### config.mk
export PLATFORM = sky130hd
export DESIGN_NAME = uart_tx_buffered
export DESIGN_NICKNAME = d
export VERILOG_FILES = /design/src/rtl/uart_tx_buffered.sv
export SDC_FILE = /design/constraint.sdc
export NUM_CORES = 1
export LEC_CHECK = 0
export CORE_UTILIZATION = 60
export CTS_CLUSTER_DIAMETER = 30
export CTS_CLUSTER_SIZE = 12
export DETAILED_ROUTE_END_ITERATION = 10
export PLACE_DENSITY = 0.85
export SETUP_SLACK_MARGIN = 0.4
export SLEW_MARGIN = 20
export SYNTH_ARGS = -nofsm -noshare
export SYNTH_HDL_FRONTEND = slang
export SYNTH_SLANG_ARGS = --single-unit
### constraint.sdc
create_clock -name clk_50mhz -period 5.1 [get_ports clk_50mhz]
set_clock_uncertainty 0.05 [all_clocks]
set_input_delay 1.02 -clock clk_50mhz [delete_from_list [all_inputs] [get_ports clk_50mhz]]
set_output_delay 1.02 -clock clk_50mhz [all_outputs]
set_load 0.01 [all_outputs]
### src/rtl/uart_tx_buffered.sv
// Buffered UART transmitter: a power-of-two byte FIFO feeding an 8-bit serial framer
// with optional even parity and one or two stop bits. Format and bit period are latched per frame.
module uart_tx_buffered #(
  parameter int FIFO_DEPTH = 8
) (
  input  logic        clk_50mhz,
  input  logic        rst_n,
  input  logic [15:0] tx_divider,
  input  logic        parity_en,
  input  logic        two_stop,
  input  logic        wr_valid,
  input  logic [7:0]  wr_data,
  output logic        wr_ready,
  output logic        tx_line,
  output logic        tx_busy,
  output logic [4:0]  fifo_count
);

  localparam int AW = $clog2(FIFO_DEPTH);

  typedef enum logic [2:0] {IDLE, START, DATA, PARITY, STOP1, STOP2} state_t;

  state_t        state, state_n;
  logic [7:0]    mem [FIFO_DEPTH];
  logic [AW-1:0] wr_ptr, rd_ptr;
  logic          push, load, bit_done, tx_next;
  logic [15:0]   div_q, baud_cnt;
  logic          par_en_q, two_stop_q, par_q;
  logic [7:0]    shreg;
  logic [2:0]    bit_idx;

  assign wr_ready = (fifo_count < 5'(FIFO_DEPTH));
  assign push     = wr_valid & wr_ready;
  assign tx_busy  = (state != IDLE);
  assign bit_done = (baud_cnt == div_q);

  // NOTE: the storage array has no reset; pointers and count define which entries are valid.
  always_ff @(posedge clk_50mhz) begin
    if (push) mem[wr_ptr] <= wr_data;
  end

  // NOTE: sequential state uses non-blocking assignments so every register samples pre-edge values.
  always_ff @(posedge clk_50mhz or negedge rst_n) begin
    if (!rst_n) begin
      wr_ptr     <= '0;
      rd_ptr     <= '0;
      fifo_count <= 5'd0;
    end else begin
      if (push) wr_ptr <= wr_ptr + 1'b1;
      if (load) rd_ptr <= rd_ptr + 1'b1;
      case ({push, load})
        2'b10:   fifo_count <= fifo_count + 5'd1;
        2'b01:   fifo_count <= fifo_count - 5'd1;
        default: fifo_count <= fifo_count;
      endcase
    end
  end

  // NOTE: every combinational output gets a default first so no path can infer a latch.
  always_comb begin
    state_n = state;
    load    = 1'b0;
    unique case (state)
      IDLE: begin
        if (fifo_count != 5'd0) begin
          load    = 1'b1;
          state_n = START;
        end
      end
      START:  if (bit_done) state_n = DATA;
      DATA:   if (bit_done && bit_idx == 3'd7) state_n = par_en_q ? PARITY : STOP1;
      PARITY: if (bit_done) state_n = STOP1;
      STOP1, STOP2: begin
        if (bit_done) begin
          if (state == STOP1 && two_stop_q) begin
            state_n = STOP2;
          end else if (fifo_count != 5'd0) begin
            load    = 1'b1;
            state_n = START;
          end else begin
            state_n = IDLE;
          end
        end
      end
      default: state_n = IDLE;
    endcase
  end

  // Line level for the upcoming state; the shift register moves on the same edge as a DATA bit ends.
  always_comb begin
    tx_next = 1'b1;
    case (state_n)
      START:   tx_next = 1'b0;
      DATA:    tx_next = (state == DATA && bit_done) ? shreg[1] : shreg[0];
      PARITY:  tx_next = par_q;
      default: tx_next = 1'b1;
    endcase
  end

  always_ff @(posedge clk_50mhz or negedge rst_n) begin
    if (!rst_n) begin
      state   <= IDLE;
      tx_line <= 1'b1;
    end else begin
      state   <= state_n;
      tx_line <= tx_next;
    end
  end

  always_ff @(posedge clk_50mhz or negedge rst_n) begin
    if (!rst_n) begin
      baud_cnt   <= 16'd0;
      bit_idx    <= 3'd0;
      shreg      <= 8'd0;
      div_q      <= 16'd0;
      par_en_q   <= 1'b0;
      two_stop_q <= 1'b0;
      par_q      <= 1'b0;
    end else if (load) begin
      div_q      <= tx_divider;
      par_en_q   <= parity_en;
      two_stop_q <= two_stop;
      shreg      <= mem[rd_ptr];
      par_q      <= ^mem[rd_ptr];
      baud_cnt   <= 16'd0;
      bit_idx    <= 3'd0;
    end else if (state != IDLE) begin
      if (bit_done) begin
        baud_cnt <= 16'd0;
        if (state == DATA) begin
          shreg   <= shreg >> 1;
          bit_idx <= bit_idx + 1'b1;
        end
      end else begin
        baud_cnt <= baud_cnt + 16'd1;
      end
    end
  end

endmodule
# Word level (Yosys, flattened, before mapping)
# Memory sizes are Yosys's and may differ from the RTL's.
# Index checks and enable logic that the tools add are counted.
dict set report totals {
  in_bits 29
  wordCells 75
  n_memories 1
  register_bits 61
  out_inout_bits 8
  ramBits 64
}
# memory words width read_ports rd_clocked_by_memory_dff write_ports line
set mem_list {}
lappend mem_list {mem 8 8 1 0 1 24} ;# logic [7:0] mem [FIFO_DEPTH];
dict set report classes {
  n_lt_le_gt_ge 1
  add_sub_neg 6
  reduce_logical 13
  eq_ne 12
  mux 29
  n_bitwise 1
}
# operator n
set ops {}
lappend ops {{$mux 16} 3}
lappend ops {{$mux 3} 11}
lappend ops {{$mux 8} 4}
lappend ops {{$add 16x1->16 const B} 1}
lappend ops {{$eq 16x16->1} 1}
lappend ops {{$pmux 3 s5} 1}
lappend ops {{$eq 3x2->1 const B} 4}
lappend ops {{$pmux 5 s2} 1}
lappend ops {{$add 3x1->3 const B} 3}
lappend ops {{$eq 3x3->1 const B} 3}
lappend ops {{$reduce_bool 2->1} 4}
lappend ops {{$reduce_xor 8->1} 1}
lappend ops {{$mux 1} 7}
lappend ops {{$eq 3x1->1 const B} 2}
lappend ops {{$add 5x1->5 const B} 1}
lappend ops {{$lt 5x4->1 const B} 1}
lappend ops {{$reduce_bool 5->1} 1}
lappend ops {{$sub 5x1->5 const B} 1}
lappend ops {{$logic_and 1x1->1} 3}
lappend ops {{$logic_not 3->1} 1}
lappend ops {{$pmux 1 s3} 1}
lappend ops {{$reduce_and 3->1} 1}
lappend ops {{$reduce_bool 3->1} 1}
lappend ops {{$eq 2x1->1 const B} 1}
lappend ops {{other kinds (4)} 4}

# Logic depth before layout (Yosys ltp)
# Gate-level depths: netlist of run 1.
dict set report depth {
  depth_word 7
  depth_mapped 16
  mapped_depth_nobuf 14
}

# Worst setup path before layout of run 1
# No wires, ideal clock.
dict set report synth_timing {
  path_kind {reg2reg}
  from {reg baud_cnt[6]}
  to {reg fifo_count[4]}
  t_required_ns 4.924
  path_stages_with_launch 17
  arrival_time_ns 3.061
  synth_period_minus_slack_ns 3.238
  setup_slack_ns 1.862
  setup_time_ns 0.126
  n_path_buf 2
  cell_sequence {dfrtp_1 -> xnor2_1 -> nand4_1 -> nor4_4 -> a41oi_1 -> nor2_1 -> buf_4 -> buf_2 -> ha_1 -> inv_1 -> fa_1 -> inv_1 -> a21o_1 -> a21oi_1 -> xnor2_1 -> nor2_1 -> xor2_1}
}
dict set report synth_via {
  elab_chain_cells 5
  elab_cells_between_ends 7
  classes_between {3 x eq/ne; 3 x mux; 1 x reduce/logical}
}
# item line
set synth_lines {}
lappend synth_lines {{from (decl)} 27} ;# logic [15:0] div_q, baud_cnt;
lappend synth_lines {{from (signal assigned)} 135} ;# baud_cnt <= baud_cnt + 16'd1;
lappend synth_lines {{$eq 16x16->1 *} 35} ;# assign bit_done = (baud_cnt == div_q);
lappend synth_lines {{$mux 1 *} 74} ;# if (bit_done) begin
lappend synth_lines {{$pmux 1 s2 *} 63} ;# unique case (state)
lappend synth_lines {{$eq 2x1->1 or $eq 2x2->1 (tied branches)} 51} ;# case ({push, load})
lappend synth_lines {{$pmux 5 s2 or $reduce_bool 2->1 (tied branches)} --}
lappend synth_lines {{to (signal assigned)} 52} ;# 2'b10: fifo_count <= fifo_count + 5'd1;
lappend synth_lines {{to (signal assigned)} 53} ;# 2'b01: fifo_count <= fifo_count - 5'd1;
lappend synth_lines {{to (signal assigned)} 54} ;# default: fifo_count <= fifo_count;
lappend synth_lines {{to (decl)} 16} ;# output logic [4:0] fifo_count
# Mark *: on every way between the ends. The rest lies on a longest branch, timed or not.
# A chain may end at the register's enable or synchronous reset.

# Worst setup path in the final report of run 1
dict set report layout_timing {
  from {reg baud_cnt[3]}
  to {reg fifo_count[4]}
}
# Same word-level chain as after synthesis.

==> results.md, run 1 <==
- The via count of the first global-routing pass is 3509.
- Max-cap violations in this run came to 0.
- The routed layout has 3323 vias.
- The accumulated negative setup slack is 0 ps.
- The category of the worst setup path launch point is a flip-flop.
- Routability-driven placement finished with a final weighted congestion of 0.822.
- No sink is reached through more buffers than the 2 on the longest clock path.
- The root buffer cell chosen for the clock tree is sky130_fd_sc_hd__clkbuf_8.
- The pre-antenna-repair detailed-routing pass consisted of 5 iterations.
- The library cell occupying the most area in the post-synthesis netlist is sky130_fd_sc_hd__edfxtp_1.
- The number of antenna diodes in the final layout is 0.
- The number of buffers inserted by port buffering is 36.
- Of the post-synthesis cell area, the dominant cell type holds 34.2%.
- The power share of the combinational group is 14.4%.
- After technology mapping, the gate count stands at 387.
- The finished layout holds 552 standard cells, fillers aside.
- The worst slew margin relative to its limit is 32.8%.
- Yosys attributes the largest share of cell area to sky130_fd_sc_hd__edfxtp_1, sky130_fd_sc_hd__dfrtp_1, sky130_fd_sc_hd__mux4_2.
- The area of the core is 0.00889 mm^2.
- Global routing finished with a remaining overflow of 0.
- Along the worst path, the maximum fanout reaches 17.
- The half-perimeter wire length of the detailed placement result is 6720 um.
- The sequential area share after synthesis is 61.4%.
- Internal power comes to 0.00207 W.
- The final-report setup violation count is 0.
- The count of clock tree sinks is 125.
- The sum of routed wire length over all layers is 10800 um.
- Cells fill 74.4% of the core in the end.
- The worst setup margin is 1380 ps.
- For this run, design rule violations remaining after detail routing come to 0.
- Clock latency on the worst-skew pair, taken at its later pin, is 520 ps.
- For this run, asynchronously set or reset flops after synthesis account for 48.8%.
- The filler cells instantiated in the layout total 549.
- The detail route stage leaves a number of antenna-violating nets equal to 0.
- Dividing total power by cell area gives a power density of 434 mW/mm^2.
- The die extent in y is 98.8 um.
- The number of CTS-inserted buffers is 17.
- The switching fraction of total power is 28.1%.
- The number of warning messages in the yosys log is 0.
- TritonCTS built the clock tree.
- The peak supply drop is 253 uV.
- For the worst setup path, the data required time is 5450 ps.
- The minimum clock period after layout is 3720 ps.
- Yosys mapped the design onto 47 distinct sky130hd cell types.
- The total die area is 0.00975 mm^2.
- Counting flops with a built-in enable in the synthesized netlist gives 64.
- The CTS H-tree depth is 4.
- Relative to the synthesized area, the layout overhead comes to 17.8%.
- After clock tree synthesis, the clock-pin slew on the worst setup and hold paths is 60 ps.
- STA classifies the critical path endpoint as a flip-flop.
- The proportion of layout cells with a drive suffix above 1 is 17.1%.
- The power share of the clock group is 40.9%.
- The number of top-level pins is 37.
- The initial core utilization is 63.2%.
- For this design the total switching power over the nets is 0.000808 W.
- The worst min-delay path class is flip-flop to flip-flop.
- The run finished with clean final reports.
- The final-report hold violation count came to 0.
- The transition time at the pin with the least slew margin is 1000 ps.
- The synthesized netlist occupies a cell area of 0.00562 mm^2.
- The worst setup path is of the flip-flop to flip-flop kind.
- Timing analysis after detailed placement gives a worst setup slack of 1450 ps.
- The number of buffers inserted by post-CTS setup repair is 0.
- For the worst setup path, the data arrival time is 4070 ps.
- The total routing usage reported by global routing is 24.6%.
- The count of placed standard cells including taps is 520.
- The global-route wire length before repair is 17500 um.
- The average instance in the mapped netlist occupies 14.5 um^2.
- The leakage power is 2.59 nW.
- Counting flops and latches in the post-synthesis netlist gives 125.
- The final-report max-slew violation count is 0.
- The highest clock rate is 269 MHz.
- In this run, post-CTS hold repair placed 0 buffers.
- The wire length per cell is 19.5 um.
- The first-iteration detailed-routing DRC count is 168.
- The ratio of routed vias to standard cells is 6.02.
- The count of instances resized after the clock tree is built is 0.
- The die is 98.8 um wide.
- The sequential share of power is 44.7%.
- The initial antenna violation count is 0.
- Setup repair after global routing left no endpoint under its margin.
- The ratio of final minimum period to clock period is 73.0%.
- After floorplanning, the core was divided into 34 placement rows.
- The maximum number of pins on one net before global-route repair is 62.
- The prevailing post-synth register cell is sky130_fd_sc_hd__edfxtp_1.
- The final net count is 470.
- The net count after synthesis is 426.
-- cell usage after synthesis, drive strengths merged (4+ instances only) --
cell type and number:
edfxtp 64, dfrtp 60, xnor2 27, nor2 25, mux2i 24, mux2 21, nand2 18, mux4 16
buf 12, xor2 12, a21oi 11, o21ai 11, inv 10, ha 9, nand3 9, nor3 9
a21o 6, nand4 6, nand2b 4, or3 4
-- flip-flops by register name, indices dropped and copies added (netlist names) --
signal,flops
fifo_count,5
two_stop_q,1
par_en_q,1
bit_idx,3
mem,64
baud_cnt,16
shreg,8
tx_line,1
rd_ptr,3
state,3
par_q,1
div_q,16
wr_ptr,3
-- layer usage --
metal	wire, um	track usage (%)	share of wire [%]
met1	4360	28.8	40
met2	5700	41.4	53
met3	411	6.81	3.8
met4	314	13.4	2.9
met5	0	0	0
-- worst max-delay path: stages, from the launching register on --
cell and delay [ps]:
sky130_fd_sc_hd__dfrtp_1 440, sky130_fd_sc_hd__xnor2_1 180, sky130_fd_sc_hd__nand4_1 180, sky130_fd_sc_hd__nor4_4 780
sky130_fd_sc_hd__a41oi_1 370, sky130_fd_sc_hd__nor2_4 170, sky130_fd_sc_hd__ha_1 240, sky130_fd_sc_hd__inv_1 110
sky130_fd_sc_hd__fa_1 420, sky130_fd_sc_hd__inv_1 80, sky130_fd_sc_hd__a21o_1 110, sky130_fd_sc_hd__a21oi_1 80
sky130_fd_sc_hd__xnor2_1 170, sky130_fd_sc_hd__nor2_1 70, sky130_fd_sc_hd__xor2_1 140
-- kinds of logic (layout without fill, tap and decap cells) --
| logic type | after synthesis | in the layout | share of synthesized area (%) |
|---|---|---|---|
| AOI/OAI and AO/OA | 37 | 37 | 3.99 |
| xor gates and xnor gates | 39 | 39 | 6.08 |
| adders and majority gates | 10 | 10 | 2.36 |
| buffers and inverters | 24 | 81 | 2.63 |
| DFF | 125 | 125 | 61.4 |
| muxes | 61 | 61 | 15.2 |
| and+or+nand+nor | 91 | 91 | 8.37 |
-- placed cells by master (no fill, tap or decap), types with 2 or more instances in the layout --
cell type	Yosys	layout
sky130_fd_sc_hd__edfxtp_1	64	64
sky130_fd_sc_hd__dfrtp_1	60	60
sky130_fd_sc_hd__clkdlybuf4s50_1	0	35
sky130_fd_sc_hd__xnor2_1	27	27
sky130_fd_sc_hd__nor2_1	25	24
sky130_fd_sc_hd__mux2i_1	24	24
sky130_fd_sc_hd__mux2_2	18	18
sky130_fd_sc_hd__nand2_1	17	17
sky130_fd_sc_hd__clkbuf_16	0	16
sky130_fd_sc_hd__mux4_2	13	13
sky130_fd_sc_hd__xor2_1	12	12
sky130_fd_sc_hd__o21ai_0	11	11
sky130_fd_sc_hd__a21oi_1	11	11
sky130_fd_sc_hd__inv_1	10	10
sky130_fd_sc_hd__nand3_1	9	9
sky130_fd_sc_hd__ha_1	9	9
sky130_fd_sc_hd__nor3_1	8	7
sky130_fd_sc_hd__nand4_1	6	6
sky130_fd_sc_hd__a21o_1	6	6
sky130_fd_sc_hd__inv_8	0	5
sky130_fd_sc_hd__nand2b_1	4	4
sky130_fd_sc_hd__or3_1	4	4
sky130_fd_sc_hd__inv_6	0	4
sky130_fd_sc_hd__a31oi_1	3	3
sky130_fd_sc_hd__and3_1	3	3
sky130_fd_sc_hd__nand3b_1	3	3
sky130_fd_sc_hd__mux4_1	3	3
sky130_fd_sc_hd__clkinv_4	0	3
sky130_fd_sc_hd__buf_4	1	3
sky130_fd_sc_hd__and2_1	2	2
sky130_fd_sc_hd__nor3_2	1	2
sky130_fd_sc_hd__or2_2	2	2
sky130_fd_sc_hd__mux2_1	2	2
sky130_fd_sc_hd__nor2b_1	2	2
-- power by group through the flow --
| stage | clock (W) | combinational, W | sequential (W) |
|---|---|---|---|
| 3_5_place_dp | 0 | 0.000416 | 0.00130 |
| 3_3_place_gp | 0 | 0.000395 | 0.00129 |
| 6_report | 0.00117 | 0.000415 | 0.00128 |
| 4_1_cts | 0.00119 | 0.000420 | 0.00128 |
| 2_1_floorplan | 0 | 0.000264 | 0.00128 |
| 5_1_grt | 0.00123 | 0.000457 | 0.00130 |
-- metrics by stage --
stage                     hold WS, ps  area (um^2)  total power (W)
after floorplan                   425         5620          0.00154
after global placement            426         6030          0.00168
after detailed placement          439         6030          0.00172
after CTS                         452         6620          0.00289
after global routing              477         6620          0.00299
final                             447         6620          0.00287
-- area by class of cell --
class | instances | area, um^2 | share of cell area (%)
clock buffers | 17 | 414 | 6.26
clock inverters | 15 | 171 | 2.59
flip-flops and latches | 125 | 3450 | 52.1
repair buffers | 39 | 378 | 5.71
inverters | 10 | 37.5 | 0.567
well taps | 108 | 135 | 2.04
multi-input cells | 238 | 2030 | 30.7
-- final timing paths --
path / start / end / slack, ps / depth (start not counted)
max in group asynchronous: rst_n / div_q[11]$_DFFE_PN0N_ / 3890 / 2
min reg2reg: fifo_count[4]$_DFFE_PN0P_ / fifo_count[4]$_DFFE_PN0P_ / 450 / 1
max reg2reg: baud_cnt[3]$_DFFE_PN0P_ / fifo_count[4]$_DFFE_PN0P_ / 1380 / 14
max: baud_cnt[3]$_DFFE_PN0P_ / fifo_count[4]$_DFFE_PN0P_ / 1380 / 14
min: fifo_count[4]$_DFFE_PN0P_ / fifo_count[4]$_DFFE_PN0P_ / 450 / 1
min in group asynchronous: rst_n / fifo_count[2]$_DFFE_PN0P_ / 610 / 2
Power figures use the tool's default switching activity.
==> inputs of run 2 (changes only) <==
CORE_UTILIZATION = 53   (was 60)
PLACE_DENSITY = 0.8   (was 0.85)
clock period = 3.2 ns   (was 5.1 ns; I/O delays follow)
==> run 2 against run 1 <==
Net effect:
- register-to-register slack got worse by 1100 ps
- routed wire length fell by 1.4%
- die area rose by 13%
- critical endpoint unchanged
- largest cell class unchanged
- largest power group unchanged
==> results.md, run 2 (synthesis results as in run 1) <==
- The flow ran to the end, and the final reports show no timing, DRC or antenna violations.
- Leaving out fill and tap cells, the most frequent cell in the layout is sky130_fd_sc_hd__edfxtp_1.
- In this run the count of I/O pins placed on the die edge is 37.
- Setup repair after global routing could not meet its margin everywhere.
- The minimum clock period after layout is 2890 ps.
- Walking the worst path, the cells encountered are xnor2_2 > nand4_1 > nor4_4 > a41oi_2 > nor2_4 > ha_4 > inv_4 > fa_2 > inv_2 > a21o_1 > a21oi_2 > xnor2_1 > nor2_1 > xor2_1.
- In the final routing, the length of wire on met1 measures 4540 um.
- Counting every sink on the clock net gives 125.
- The endpoint identified for the worst register-to-register timing path is fifo_count[4]$_DFFE_PN0P_.
- The setup slack of the most critical reg-to-reg path is 310 ps.
- The largest individual stage delay along the critical path comes from the cell sky130_fd_sc_hd__dfrtp_2.
- Port buffering added 36 buffers.
- Derived from the worst setup path, the maximum achievable clock frequency is 346 MHz.
- The final-report max-slew violation count was 0.
- The register with the most flip-flops is mem.
- The critical path arrival is 3250 ps.
- The final-report setup violation count is 0.
- Counting cells, the worst reg-to-reg path comes to 14.
- The worst-path maximum fanout is 5.
- The analysis attributes to cell leakage a power of 2.67 nW.
- In this design, the stage delay of the slowest critical-path cell is 450 ps.
- The kind of end point of the critical path is a flip-flop.
- After detailed placement, the total cell area comes to 0.00618 mm^2.
- From left edge to right edge, the die measures 105 um.
- The half-perimeter wire length of the detailed placement result is 6900 um.
- For the worst-skew pair, the clock arrives at the later sink with an insertion delay of 520 ps.
- The total met3 wirelength after detailed routing is 500 um.
- The maximum number of pins on one net before global-route repair is 38.
- The number of logic stages on the critical path including buffering is 14.
- The start-to-end type of the worst setup path is flip-flop to flip-flop.
- At the worst endpoint, the required time is 3560 ps.
- The ratio of final minimum period to clock period is 90.4%.
- Max-cap violations in this run came to 0.
- The floorplan step defined a die boundary enclosing 0.0110 mm^2.
- The fill cell instance count of the final layout is 716.
- The worst min-delay path class is input pin to async pin.
- After detailed routing, the total wire length is 10600 um.
- Compared with the post-synthesis result, the final layout area differs by 21.6%.
- The area of the core is 0.0103 mm^2.
- In this run the power density over the cells is 664 mW/mm^2.
- The area taken by multi-input logic gates is 0.00208 mm^2.
- TritonCTS built the clock tree.
- Measured along the y axis, the die boundary spans 105 um.
- Clock-pin slew was measured on the worst setup and hold paths at 60 ps.
- After floorplanning, the core was divided into 37 placement rows.
- The post-route non-filler standard cell count is 601.
- The peak supply drop is 459 uV.
- No sink is reached through more buffers than the 2 on the longest clock path.
- The final-report hold violation count is 0.
- In this run, placement finished with an instance count of 560.
- Registers take 0.00345 mm^2.
- Prior to clock tree synthesis, the placed netlist has a worst setup slack of 332 ps.
- The remaining antenna violation count is 0.
- Routability-driven placement finished with a final weighted congestion of 0.878.
- Counting the buffers created by CTS gives 17.
- The design area is 0.00683 mm^2.
- The kind of cell with the highest combined delay along the critical path is simple AND/OR/NAND/NOR gates.
- The register with the most flip-flops in the layout has 64 of them.
- The worst pin sits at a relative slew slack of 47.6%.
- The iteration count of the initial detailed-routing pass is 4.
- For this run, the total global-route usage over all layers was measured as 20.8%.
- The initial antenna violation count is 0.
- Detailed routing inserted a total of 3294 vias.
- The wire length per cell is 17.7 um.
- The initial core utilization is 54.7%.
- CTS placed an instance of sky130_fd_sc_hd__clkbuf_8 at the clock tree root.
- Dividing the detail-routed via count by the number of cells gives 5.48.
- The accumulated negative setup slack is 0 ps.
- In the layout the commonest cells are sky130_fd_sc_hd__edfxtp_1, sky130_fd_sc_hd__dfrtp_1, sky130_fd_sc_hd__clkdlybuf4s50_1, sky130_fd_sc_hd__xnor2_1.
- The routed wire length on met2 is 5500 um.
- The highest metal layer used by the detailed router is met4.
- The via count of the first global-routing pass was 3393.
- The number of buffers and inverters on the critical path is 2.
- The repair_antennas step left the layout with diodes totalling 0.
- The CTS H-tree depth is 4.
- The net count of the finished layout is 491.
- At the pin with the least slew margin, the transition time is 786 ps.
- The first-iteration detailed-routing DRC count is 135.
- In this run the critical register-to-register path is launched from baud_cnt[4]$_DFFE_PN0P_.
- The largest registers in the layout are mem (64), baud_cnt (16), div_q (16).
- Setup slack on the critical path of the routed design comes to 307 ps.
- After detailed routing, the number of remaining DRC violations is 0.
- Summed over all layers, the global routing overflow is 0.
- The category of the worst setup path launch point is a flip-flop.
- The first global-routing pass estimated 16900 um of wire.
- Of the cells placed in the final design, the portion with a size suffix greater than 1 is 21.9%.
-- run 2: cell types whose count changed in the layout (fill, tap and decap cells not counted), sizes merged --
cell,before,now
buf,4,24
inv,19,10
clkbuf,17,20
clkinv,4,7
clkinvlp,1,3
bufinv,1,2
dlygate4sd3,0,1
-- run 2: worst register-to-register path, stage by stage, from the launching register on --
cell and delay [ps]:
sky130_fd_sc_hd__dfrtp_2 450, sky130_fd_sc_hd__xnor2_2 180, sky130_fd_sc_hd__nand4_1 170, sky130_fd_sc_hd__nor4_4 350
sky130_fd_sc_hd__a41oi_2 220, sky130_fd_sc_hd__nor2_4 180, sky130_fd_sc_hd__ha_4 170, sky130_fd_sc_hd__inv_4 40
sky130_fd_sc_hd__fa_2 380, sky130_fd_sc_hd__inv_2 60, sky130_fd_sc_hd__a21o_1 130, sky130_fd_sc_hd__a21oi_2 60
sky130_fd_sc_hd__xnor2_1 140, sky130_fd_sc_hd__nor2_1 70, sky130_fd_sc_hd__xor2_1 130
-- run 2: layer usage --
layer / track usage [%] / vias to the layer above
met5: 0 / -
met4: 7.24 / 0
met3: 5.93 / 7
met2: 35.4 / 78
met1: 25.3 / 1642
li1: - / 1567
-- run 2: timing repair --
action | in CTS | in global routing
pin swaps | 5 | 14
hold buffers | 1 | 0
endpoints found under the hold margin | 3 | 0
cloned | 0 | 0
resized for setup | 1 | 11
setup buffers | 2 | 6
endpoints found under the setup margin | 2 | 3
-- run 2: report_power, final --
part / internal (W) / total, W / switching, W
sequential: 0.00189 / 0.00205 / 0.000158
combinational: 0.000386 / 0.000736 / 0.000350
clock: 0.00110 / 0.00175 / 0.000658
total: 0.00337 / 0.00454 / 0.00117
-- run 2: layout make-up --
| type | instances | area share, % |
|---|---|---|
| Clock inverter | 12 | 1.80 |
| Tap cell | 136 | 2.49 |
| Sequential cell | 125 | 50.6 |
| Timing Repair Buffer | 60 | 7.88 |
| Multi-Input combinational cell | 238 | 30.5 |
| Clock buffer | 20 | 6.23 |
| Inverter | 10 | 0.586 |
-- run 2: worst max path at each step --
stage	from	to
2_1_floorplan	baud_cnt[9]$_DFFE_PN0P_	fifo_count[4]$_DFFE_PN0P_
3_3_place_gp	baud_cnt[3]$_DFFE_PN0P_	fifo_count[4]$_DFFE_PN0P_
3_5_place_dp	baud_cnt[3]$_DFFE_PN0P_	fifo_count[4]$_DFFE_PN0P_
4_1_cts	baud_cnt[11]$_DFFE_PN0P_	fifo_count[4]$_DFFE_PN0P_
5_1_grt	baud_cnt[4]$_DFFE_PN0P_	fifo_count[4]$_DFFE_PN0P_
6_report	baud_cnt[4]$_DFFE_PN0P_	fifo_count[4]$_DFFE_PN0P_
-- run 2: per-stage QoR --
stage | util (%) | hold WS, ps | power, W
finish | 66.4 | 408 | 0.00454
floorplan | - | 294 | 0.00246
CTS | 65.7 | 398 | 0.00452
global route | 66.4 | 402 | 0.00473
global placement | 60.1 | 413 | 0.00272
detailed placement | 60.1 | 413 | 0.00276
==> inputs of run 3 (changes only) <==
PLACE_DENSITY = 0.82   (was 0.8)
==> run 3 against run 2 <==
Net effect:
- largest cell class unchanged
- power down 1.4%
- clock power down 2%
- clock-buffer cell count down 3
- sequential share of layout area up 0.31 points
- routed wire length down 3.4%
- final cell count down 0.50%
- worst setup slack better by 16 ps
==> results.md, run 3 (synthesis results as in run 1) <==
- The met3 track utilization from global routing is 5.86%.
- Traced cell by cell, the critical path runs through xnor2_2 > nand4_1 > nor4_4 > a41oi_2 > nor2_4 > ha_4 > inv_1 > fa_2 > inv_1 > a21o_1 > a21oi_1 > xnor2_1 > nor2_1 > xor2_1.
- The run finished with clean final reports.
- Global routing used 20.8% of the available tracks.
- Headroom to the max-slew limit came out at 56.7%.
- Summing internal, switching and leakage power gives 0.00447 W.
- Derived from the worst setup path, the maximum achievable clock frequency is 348 MHz.
- At the worst endpoint, the arrival time is 3270 ps.
- The category of the worst setup path launch point is a flip-flop.
- The remaining antenna violation count is 0.
- The post-detailed-placement cell area is 0.00617 mm^2.
- Setup repair after global routing could not meet its margin everywhere.
- The count of clock tree sinks is 125.
- In the final design database the tool counted 488 nets.
- Sequential cells account for 45.6% of the total power.
- The clock transition at the registers of the reported paths is 60 ps.
- The largest single stage delay on the critical path is 430 ps.
- The areal power density over the cells is 659 mW/mm^2.
- The number of top-level pins is 37.
- Counting flops per register, the top entry is mem.
- The fraction of met1 tracks used by global routing is 25.9%.
- The root buffer cell chosen for the clock tree is sky130_fd_sc_hd__clkbuf_8.
- During placement, the flow inserted port buffers numbering 36.
- The die extent in y is 105 um.
- The cell-internal power is 0.00328 W.
- For the pin with the worst max-slew slack, the measured transition is 649 ps.
- The final-report hold violation count is 0.
- The most used cell along the critical path is sky130_fd_sc_hd__inv_1.
- Hold repair after CTS inserted 0 buffers.
- The maximum number of pins on one net before global-route repair is 51.
- The proportion of layout cells with a drive suffix above 1 is 20.8%.
- The worst-case clock buffer depth is 2.
- Setup violations remaining at the end of the flow were counted as 0.
- The most congested layer reported by global routing is met2.
- The total die area is 0.0110 mm^2.
- The number of CTS-inserted buffers is 17.
- The global-route wire length before repair is 17100 um.
- The worst setup margin is 324 ps.
- Net switching is 26.6% of the power.
- Dividing the detail-routed wire length by the instance count gives 17.2 um.
- The leading cell type in the layout, fill and taps excluded is sky130_fd_sc_hd__edfxtp_1.
- The H-tree generated during clock tree synthesis spans 4 levels.
- The ratio of routed vias to standard cells is 5.47.
- The power share of the combinational group is 16.2%.
- The antenna diode count is 0.
- The register with the most flip-flops in the layout has 64 of them.
- For this design the static power due to leakage is 2.65 nW.
- The power share of the clock group is 38.2%.
- The register area is 0.00345 mm^2.
- The site row count is 37.
- VDD sags by at most 436 uV.
- Leaving out fill and tap cells, the most frequent cells in the layout are sky130_fd_sc_hd__edfxtp_1, sky130_fd_sc_hd__dfrtp_1, sky130_fd_sc_hd__clkdlybuf4s50_1, sky130_fd_sc_hd__xnor2_1.
- The worst path uses 89.9% of the clock period.
- The first detailed-routing pass ran for 4 iterations.
- The switching power summed over all nets is 0.00119 W.
- The via count of the first global-routing pass came to 3450.
- The area of the core is 0.0103 mm^2.
- The placer's final routability congestion estimate is 0.825.
- In this run the horizontal extent of the chip is 105 um.
- The number of violations of the max-capacitance limit is 0.
- The half-perimeter wire length of the detailed placement result is 6730 um.
- The data required time of the critical path is 3600 ps.
- The pre-CTS setup slack is 239 ps.
- The total DRC errors in the routed layout is 0.
- Adding up every negative setup slack in the final design gives 0 ps.
- The final-report max-slew violation count is 0.
- The clock latency reported for the late side of the worst-skew pair is 520 ps.
- The worst setup path is captured at a flip-flop.
- After routing the design area is 0.00679 mm^2.
- In the global route stage, met2 resource usage came out at 34.9%.
- For this configuration, the core starts out at a cell density of 54.7%.
- The critical path in this run is classified as flip-flop to flip-flop.
- Wires add up to 10300 um.
- The area taken by multi-input logic gates is 0.00207 mm^2.
- The sum of overflow across all layers after global routing is 0.
- The fill cell instance count of the final layout is 718.
- For this block, the initial DRC count from the detailed router was 84.
- For this block, the via count after detailed routing is 3273.
- The tightest min-delay check is of the input pin to async pin type.
- TritonCTS built the clock tree.
- In the final layout, the registers with the most flip-flops are mem (64), baud_cnt (16), div_q (16).
- Relative to the synthesized area, the layout overhead comes to 20.8%.
- The slowest stage of the critical path belongs to the cell sky130_fd_sc_hd__dfrtp_1.
- The worst-path maximum fanout is 4.
- The minimum clock period after layout is 2880 ps.
- The initial antenna violation count is 0.
## run 3: cell count changes in the layout (fill, tap and decap cells not counted), sizes merged
cell         change
bufinv           -1
clkinv           +1
clkbuf           -3
dlygate4sd3      -1
clkinvlp         +1
inv              +2
buf              -2
## run 3: repair_timing
| action | CTS | global route |
|---|---|---|
| pin swaps | 7 | 3 |
| cloned | 0 | 0 |
| endpoints found under the setup margin | 2 | 4 |
| gates resized for setup | 2 | 3 |
| buffers inserted | 5 | 2 |
## run 3: per-stage QoR
stage          instances  hold slack (ps)  util (%)
2_1_floorplan        387              294         -
3_3_place_gp         559              447      60.0
3_5_place_dp         559              455      60.0
4_1_cts              596              299      65.8
5_1_grt              598              126      66.0
6_report             598             93.2      66.0
## run 3: cell type report
type,instances,area share [%]
Clock buffer,17,6.10
Clock inverter,15,1.83
Inverter,10,0.553
Multi-Input combinational cell,238,30.5
Sequential cell,125,50.9
Tap cell,136,2.51
Timing Repair Buffer,57,7.60
## run 3: routing by layer
| metal | vias to the layer above | wire (um) |
|---|---|---|
| met4 | 0 | 151 |
| met1 | 1651 | 4500 |
| met3 | 13 | 344 |
| li1 | 1549 | - |
| met2 | 60 | 5280 |
| met5 | - | 0 |
## run 3: critical path: cells and delay by family (launching register included)
| kind | cells | cell delay [ps] |
|---|---|---|
| xor gates and xnor gates | 3 | 450 |
| adders and majority gates | 2 | 510 |
| DFF | 1 | 430 |
| and+or+nand+nor | 4 | 830 |
| buffers and inverters | 2 | 140 |
| AOI/OAI and AO/OA | 3 | 390 |
## run 3: worst paths after layout
| path | startpoint | end | slack (ps) | cells past startpoint |
|---|---|---|---|---|
| max in group asynchronous | rst_n | baud_cnt[8]$_DFFE_PN0P_ | 2440 | 2 |
| min in group clk_50mhz | fifo_count[4]$_DFFE_PN0P_ | fifo_count[4]$_DFFE_PN0P_ | 470 | 1 |
| hold / removal | rst_n | fifo_count[4]$_DFFE_PN0P_ | 90 | 1 |
| setup / recovery | div_q[2]$_DFFE_PN0N_ | fifo_count[4]$_DFFE_PN0P_ | 320 | 14 |
| setup reg to reg | div_q[2]$_DFFE_PN0N_ | fifo_count[4]$_DFFE_PN0P_ | 320 | 14 |
| hold reg to reg | fifo_count[4]$_DFFE_PN0P_ | fifo_count[4]$_DFFE_PN0P_ | 470 | 1 |
## run 3: power by group through the flow
stage,Combinational (W),Sequential [W],Clock [W]
floorplan,0.000425,0.00204,0
global placement,0.000667,0.00205,0
detailed placement,0.000701,0.00207,0
CTS,0.000731,0.00203,0.00174
global route,0.000796,0.00206,0.00182
finish,0.000724,0.00204,0.00171
